==> src/rtl/ysyx_041461_exe_mdu.sv <==
// Iterative RV64M multiply/divide unit for the EXE stage.
// Shift-add multiply and restoring divide, one bit per cycle; W ops run 32 iterations.
module ysyx_041461_exe_mdu (
    input  logic        clk,
    input  logic        rst,
    input  logic        mdu_valid_in,
    input  logic [3:0]  mdu_op_in,
    input  logic [63:0] mdu_src1_in,
    input  logic [63:0] mdu_src2_in,
    input  logic        mdu_flush,
    output logic        mdu_stall,
    output logic        mdu_out_valid,
    output logic [63:0] mdu_result
);

    typedef enum logic [1:0] {S_IDLE, S_CALC, S_DONE} state_t;

    typedef enum logic [3:0] {
        OP_MUL = 4'd0, OP_MULH = 4'd1, OP_MULHSU = 4'd2, OP_MULHU = 4'd3,
        OP_DIV = 4'd4, OP_DIVU = 4'd5, OP_REM = 4'd6, OP_REMU = 4'd7,
        OP_MULW = 4'd8, OP_DIVW = 4'd9, OP_DIVUW = 4'd10, OP_REMW = 4'd11,
        OP_REMUW = 4'd12
    } op_t;

    state_t         state_q;
    logic [6:0]     cnt_q;
    logic [127:0]   acc_q;
    logic [63:0]    opb_q;
    logic [3:0]     op_q;
    logic           neg_q;
    logic [63:0]    result_q;
    logic           out_valid_q;

    function automatic logic is_w(input logic [3:0] op);
        return (op >= 4'd8) && (op <= 4'd12);
    endfunction

    function automatic logic is_div(input logic [3:0] op);
        return ((op >= 4'd4) && (op <= 4'd7)) || ((op >= 4'd9) && (op <= 4'd12));
    endfunction

    function automatic logic is_rem(input logic [3:0] op);
        return (op == OP_REM) || (op == OP_REMU) || (op == OP_REMW) || (op == OP_REMUW);
    endfunction

    function automatic logic [63:0] sext32(input logic [31:0] v);
        return {{32{v[31]}}, v};
    endfunction

    // Final accumulator to architectural result, including sign fix-up.
    function automatic logic [63:0] select_result(input logic [3:0] op, input logic neg,
                                                  input logic [127:0] acc);
        logic [127:0] p;
        logic [63:0]  v;
        logic [31:0]  v32;
        p   = neg ? (~acc + 128'd1) : acc;
        v   = '0;
        v32 = '0;
        case (op)
            OP_MUL:                        v = acc[63:0];
            OP_MULH, OP_MULHSU, OP_MULHU:  v = p[127:64];
            OP_DIV, OP_DIVU:               v = neg ? (~acc[63:0] + 64'd1) : acc[63:0];
            OP_REM, OP_REMU:               v = neg ? (~acc[127:64] + 64'd1) : acc[127:64];
            OP_MULW:                       v = sext32(acc[63:32]);
            OP_DIVW, OP_DIVUW: begin
                v32 = neg ? (~acc[31:0] + 32'd1) : acc[31:0];
                v   = sext32(v32);
            end
            OP_REMW, OP_REMUW: begin
                v32 = neg ? (~acc[95:64] + 32'd1) : acc[95:64];
                v   = sext32(v32);
            end
            default:                       v = '0;
        endcase
        return v;
    endfunction

    // Start-of-op operand conditioning and short-circuit detection
    logic        sg1, sg2, s1, s2, w_in, div_in, rsv_in;
    logic [63:0] x1, x2, mag1, mag2, dvd_ext;
    logic        div_zero, div_ovf, short_d, neg_d;
    logic [63:0] short_res_d;
    logic [127:0] acc_init_d;
    logic [63:0]  opb_init_d;

    always_comb begin
        w_in   = is_w(mdu_op_in);
        div_in = is_div(mdu_op_in);
        rsv_in = mdu_op_in >= 4'd13;
        sg1 = (mdu_op_in == OP_MULH) || (mdu_op_in == OP_MULHSU) || (mdu_op_in == OP_DIV) ||
              (mdu_op_in == OP_REM) || (mdu_op_in == OP_DIVW) || (mdu_op_in == OP_REMW);
        sg2 = (mdu_op_in == OP_MULH) || (mdu_op_in == OP_DIV) || (mdu_op_in == OP_REM) ||
              (mdu_op_in == OP_DIVW) || (mdu_op_in == OP_REMW);
        x1 = mdu_src1_in;
        x2 = mdu_src2_in;
        if (w_in) begin
            x1 = sg1 ? sext32(mdu_src1_in[31:0]) : {32'd0, mdu_src1_in[31:0]};
            x2 = sg2 ? sext32(mdu_src2_in[31:0]) : {32'd0, mdu_src2_in[31:0]};
        end
        s1    = sg1 & x1[63];
        s2    = sg2 & x2[63];
        mag1  = s1 ? (~x1 + 64'd1) : x1;
        mag2  = s2 ? (~x2 + 64'd1) : x2;
        neg_d = is_rem(mdu_op_in) ? s1 : (s1 ^ s2);
        dvd_ext  = w_in ? sext32(mdu_src1_in[31:0]) : mdu_src1_in;
        div_zero = div_in && (x2 == '0);
        div_ovf  = div_in && sg1 && (w_in ? ((mdu_src1_in[31:0] == 32'h8000_0000) &&
                                             (mdu_src2_in[31:0] == '1))
                                          : ((mdu_src1_in == 64'h8000_0000_0000_0000) &&
                                             (mdu_src2_in == '1)));
        short_d     = rsv_in || div_zero || div_ovf;
        short_res_d = '0;
        if (div_zero)
            short_res_d = is_rem(mdu_op_in) ? dvd_ext : '1;
        else if (div_ovf)
            short_res_d = is_rem(mdu_op_in) ? '0 : dvd_ext;
        if (div_in) begin
            acc_init_d = w_in ? {64'd0, mag1[31:0], 32'd0} : {64'd0, mag1};
            opb_init_d = mag2;
        end else begin
            acc_init_d = {64'd0, mag2};
            opb_init_d = mag1;
        end
    end

    // One iteration of the active algorithm
    logic [64:0]  mul_sum;
    logic [65:0]  div_diff;
    logic [127:0] acc_d;
    logic         last_iter;

    always_comb begin
        mul_sum  = {1'b0, acc_q[127:64]} + (acc_q[0] ? {1'b0, opb_q} : 65'd0);
        div_diff = {1'b0, acc_q[127:63]} - {2'b0, opb_q};
        if (is_div(op_q))
            acc_d = div_diff[65] ? {acc_q[126:0], 1'b0} : {div_diff[63:0], acc_q[62:0], 1'b1};
        else
            acc_d = {mul_sum, acc_q[63:1]};
        last_iter = cnt_q == (is_w(op_q) ? 7'd31 : 7'd63);
    end

    always_ff @(posedge clk or posedge rst) begin
        if (rst) begin
            state_q     <= S_IDLE;
            cnt_q       <= '0;
            acc_q       <= '0;
            opb_q       <= '0;
            op_q        <= '0;
            neg_q       <= 1'b0;
            result_q    <= '0;
            out_valid_q <= 1'b0;
        end else if (mdu_flush) begin
            state_q     <= S_IDLE;
            cnt_q       <= '0;
            out_valid_q <= 1'b0;
        end else begin
            out_valid_q <= 1'b0;
            case (state_q)
                S_IDLE: begin
                    if (mdu_valid_in) begin
                        op_q  <= mdu_op_in;
                        neg_q <= neg_d;
                        cnt_q <= '0;
                        if (short_d) begin
                            result_q    <= short_res_d;
                            out_valid_q <= 1'b1;
                            state_q     <= S_DONE;
                        end else begin
                            acc_q   <= acc_init_d;
                            opb_q   <= opb_init_d;
                            state_q <= S_CALC;
                        end
                    end
                end
                S_CALC: begin
                    acc_q <= acc_d;
                    cnt_q <= cnt_q + 7'd1;
                    if (last_iter) begin
                        result_q    <= select_result(op_q, neg_q, acc_d);
                        out_valid_q <= 1'b1;
                        state_q     <= S_DONE;
                    end
                end
                default: state_q <= S_IDLE;
            endcase
        end
    end

    assign mdu_stall     = mdu_valid_in & ~mdu_flush & (state_q != S_DONE);
    assign mdu_out_valid = out_valid_q;
    assign mdu_result    = result_q;

endmodule

==> config.mk <==
export PLATFORM = sky130hd
export DESIGN_NAME = ysyx_041461_exe_mdu
export DESIGN_NICKNAME = d
export VERILOG_FILES = /design/src/rtl/ysyx_041461_exe_mdu.sv
export SDC_FILE = /design/constraint.sdc
export NUM_CORES = 2
export LEC_CHECK = 0
export CAP_MARGIN = 10
export CORE_ASPECT_RATIO = 0.6
export CORE_MARGIN = 2
export CORE_UTILIZATION = 45
export CTS_CLUSTER_SIZE = 14
export DETAILED_ROUTE_END_ITERATION = 10
export SYNTH_ARGS = -nofsm -noshare
export SYNTH_HDL_FRONTEND = slang
export SYNTH_SLANG_ARGS = --single-unit
export TNS_END_PERCENT = 20
==> constraint.sdc <==
create_clock -name clk -period 23.2 [get_ports clk]
set_clock_uncertainty 0.2 [all_clocks]
set_input_delay 2.32 -clock clk [delete_from_list [all_inputs] [get_ports clk]]
set_output_delay 2.32 -clock clk [all_outputs]
set_load 0.01 [all_outputs]
==> impl_metrics.ini <==
[clocking]
hold_buffers = 0
post_cts_resized = 0
clk_pin_slew_ns = 0.09
root_buffer = clkbuf_16
cts_buffers = 31
tritoncts = built
post_cts_buffers = 0
clk_path_buf_depth = 3
clock-sinks = 271
htreeDepth = 1
clk-insertion-delay-late_ns = 0.65

[layout]
final_cell_mix = 580 x nand2_1, 529 x o21ai_0, 514 x nor2_1
syn_to_final_growth_pct = 11.8
fill_cells = 7666
layout-drive-gt1-share = 0.0574
fin_nets = 5254
fin_cells = 6010
layout_commonest_cell = nand2_1

[setup_path]
worstPathRequired_ns = 23.56
crit_slowest_cell = nor4_1
regToRegEndpoint = mdu_result[4]$_DFFE_PP0P_
reg2reg_slack_ns = 14.92
critPathKind = in2reg
critPathMostFrequentCell = or4_1
crit_chain = clkdlybuf4s50_1, or4_1, or4_1, or4_1, nor4_1, nand3_1, nor2_1, o21ai_0, o21bai_1, nor3_1, nor2_1, o221ai_1, a311oi_2, a21oi_1
arrival_ns = 8.67
critPathCaptureType = flip-flop
slowest_delay_ns = 1.14
cp-start-kind = input pin
crit_fanout = 8
ff2ff_path_depth = 19
worstReg2RegStart = acc_q[83]$_DFFE_PP0P_

[detailed_routing]
drt_iter0_drc = 7499
ant_nets = 0
post-route-drc-count = 0
wl_per_cell_um = 30.7
dr.pass1.iters = 7
via_per_inst = 6.99
vias = 42000
routed_wl_mm = 184

[global_routing]
grt.total_usage = 0.447
antenna_found_initial = 13
grt_pass1_wl_mm = 260
overflow = 0
grt_start_max_net_pins = 151
grt_pass1_vias = 36100

[logic_synthesis]
yosys.area.top_type = dfrtp_1
yosysTopAreaCellShare = 0.197
synth_ff_type = dfrtp_1
yosys.cell_types.count = 100
syn_inst = 4978
async_reset_ff_frac = 1.00
syn_area_um2 = 34500
syn_avg_cell_area_um2 = 6.93
yosys_warnings = 0
syn_nets = 5250
synth_edf_count = 0
yosys_register_bits = 271
synth_area_leaders = dfrtp_1 20%, o21ai_0 7.7%, a21oi_1 7.3%, nand2_1 6.3%, nor2_1 5.6%
yosysSeqAreaShare = 0.197

[timing]
rsz0062_at_grt = no
worst_pin_slew_ns = 1.46
max_freq_mhz = 120
setup-tns-final_ns = 0
hold-worst-slack_ns = 0.280
period_needed_ns = 8.31
hold_viol = 0
maxSlewViolCount = 0
post-route-period-util = 0.358
setup_viol = 0
max_slew_margin = 0.0152

[pwr]
pwr-share-comb = 0.731
ir_drop_mv = 0.0848
power.density_nw_per_um2 = 137
total_power_mw = 5.28
leakage_nw = 15.2
pwr-share-clk = 0.113
p_seq_frac = 0.156
internal-power_mw = 2.19
total_switching_power_mw = 3.09
p_sw_frac = 0.585

[place]
dp_cells = 5946
dp_hpwl_mm = 145
gp_congestion = 1.09
io_buffers = 201

[status]
violations = capacitance limit
outcome = finished, violations left

[floorplan]
fp.dieW_um = 361
core_area_um2 = 75700
rows = 78
dieArea_um2 = 78900
start_util = 0.455
die_h_um = 218
io_pins = 202

[min_path]
hp-start = mdu_result[4]$_DFFE_PP0P_
hp-class = reg2reg
whs_path_depth = 2
hold_end = mdu_result[4]$_DFFE_PP0P_

[flow_run]
cap_violations = 1
-- synthesized netlist by cell type, types with 23 or more instances --
library cell / n
and3_1: 34
a22o_1: 37
o41ai_1: 26
a22oi_1: 28
o211ai_1: 86
o2111ai_1: 23
or2_2: 24
mux2_2: 27
or3_1: 52
xnor2_1: 120
o21ai_0: 531
or4_1: 26
a211oi_1: 81
buf_1: 26
mux2i_1: 99
nand3_1: 93
xor2_1: 112
nor3_1: 152
o22ai_1: 54
o21a_1: 40
nand4_1: 94
o221ai_1: 36
a31oi_1: 91
nor2_1: 515
clkbuf_1: 282
ha_1: 134
dfrtp_1: 271
nand2_1: 581
nor4_1: 48
inv_1: 116
and2_1: 97
a21oi_1: 502
o31ai_1: 61
a21o_1: 63
nand2b_1: 35
-- worst max path at each step --
stage	startpoint	endpoint	slack (ns)	cells past startpoint
6_report	mdu_src1_in[10]	acc_q[63]$_DFFE_PP0P_	14.89	14
5_1_grt	mdu_src2_in[7]	acc_q[63]$_DFFE_PP0P_	14.68	13
4_1_cts	mdu_src2_in[7]	acc_q[63]$_DFFE_PP0P_	15.09	13
3_5_place_dp	mdu_src2_in[7]	acc_q[63]$_DFFE_PP0P_	14.43	13
3_3_place_gp	mdu_src2_in[7]	acc_q[63]$_DFFE_PP0P_	14.46	13
2_1_floorplan	rst	acc_q[0]$_DFFE_PP0P_	13.21	1
-- worst max-delay path: cells and delay by family --
family                 cells  cell delay [ns]
AOI/OAI and AO/OA          5             1.62
and+or+nand+nor            8             4.18
buffers and inverters      1             0.52
-- registers in the layout (all words and copies together) (netlist names) --
name           flops
acc_q            128
cnt_q              7
mdu_result        64
opb_q             64
op_q               4
mdu_out_valid      1
state_q            2
neg_q              1
-- metrics by stage --
stage,util,setup slack (ns),area (um^2)
4_1_cts,0.508,15.09,38500
5_1_grt,0.509,14.68,38500
3_5_place_dp,0.493,14.43,37400
3_3_place_gp,0.493,14.46,37300
2_1_floorplan,-,13.21,34500
6_report,0.509,14.89,38500
-- area by class of cell --
cell class	instances	area, um^2	share of cell area
Inverter	117	448	0.0116
Clock inverter	13	268	0.00695
Antenna cell	6	15.0	0.000390
Clock buffer	42	877	0.0228
Sequential cell	271	6790	0.176
Timing Repair Buffer	314	2870	0.0745
Tap cell	1000	1250	0.0325
Multi-Input combinational cell	4247	26000	0.675
-- metal layers --
layer,wire length (um),vias to the layer above,GRT usage,part of all wire
met5,293,-,0.0276,0.0016
met3,31800,273,0.214,0.17
met1,80600,20200,0.665,0.44
li1,-,18600,-,-
met2,65500,2975,0.547,0.36
met4,6090,4,0.123,0.033
-- logic make-up after synthesis --
| family | Yosys count | share of synthesized area |
|---|---|---|
| and+or+nand+nor | 1849 | 0.254 |
| DFF | 271 | 0.197 |
| muxes | 126 | 0.0376 |
| adders and majority gates | 136 | 0.0498 |
| AOI/OAI and AO/OA | 1904 | 0.349 |
| buffers and inverters | 460 | 0.0533 |
| xor gates and xnor gates | 232 | 0.0589 |
-- power groups by stage --
| stage | sequential, mW | combinational [mW] | clock (mW) |
|---|---|---|---|
| 3_5_place_dp | 0.821 | 3.64 | 0 |
| 5_1_grt | 0.839 | 4.05 | 0.611 |
| 6_report | 0.826 | 3.86 | 0.596 |
| 4_1_cts | 0.814 | 3.65 | 0.594 |
| 3_3_place_gp | 0.819 | 3.63 | 0 |
| 2_1_floorplan | 0.752 | 2.37 | 0 |
Note: power is estimated with default switching activity, not from simulation.
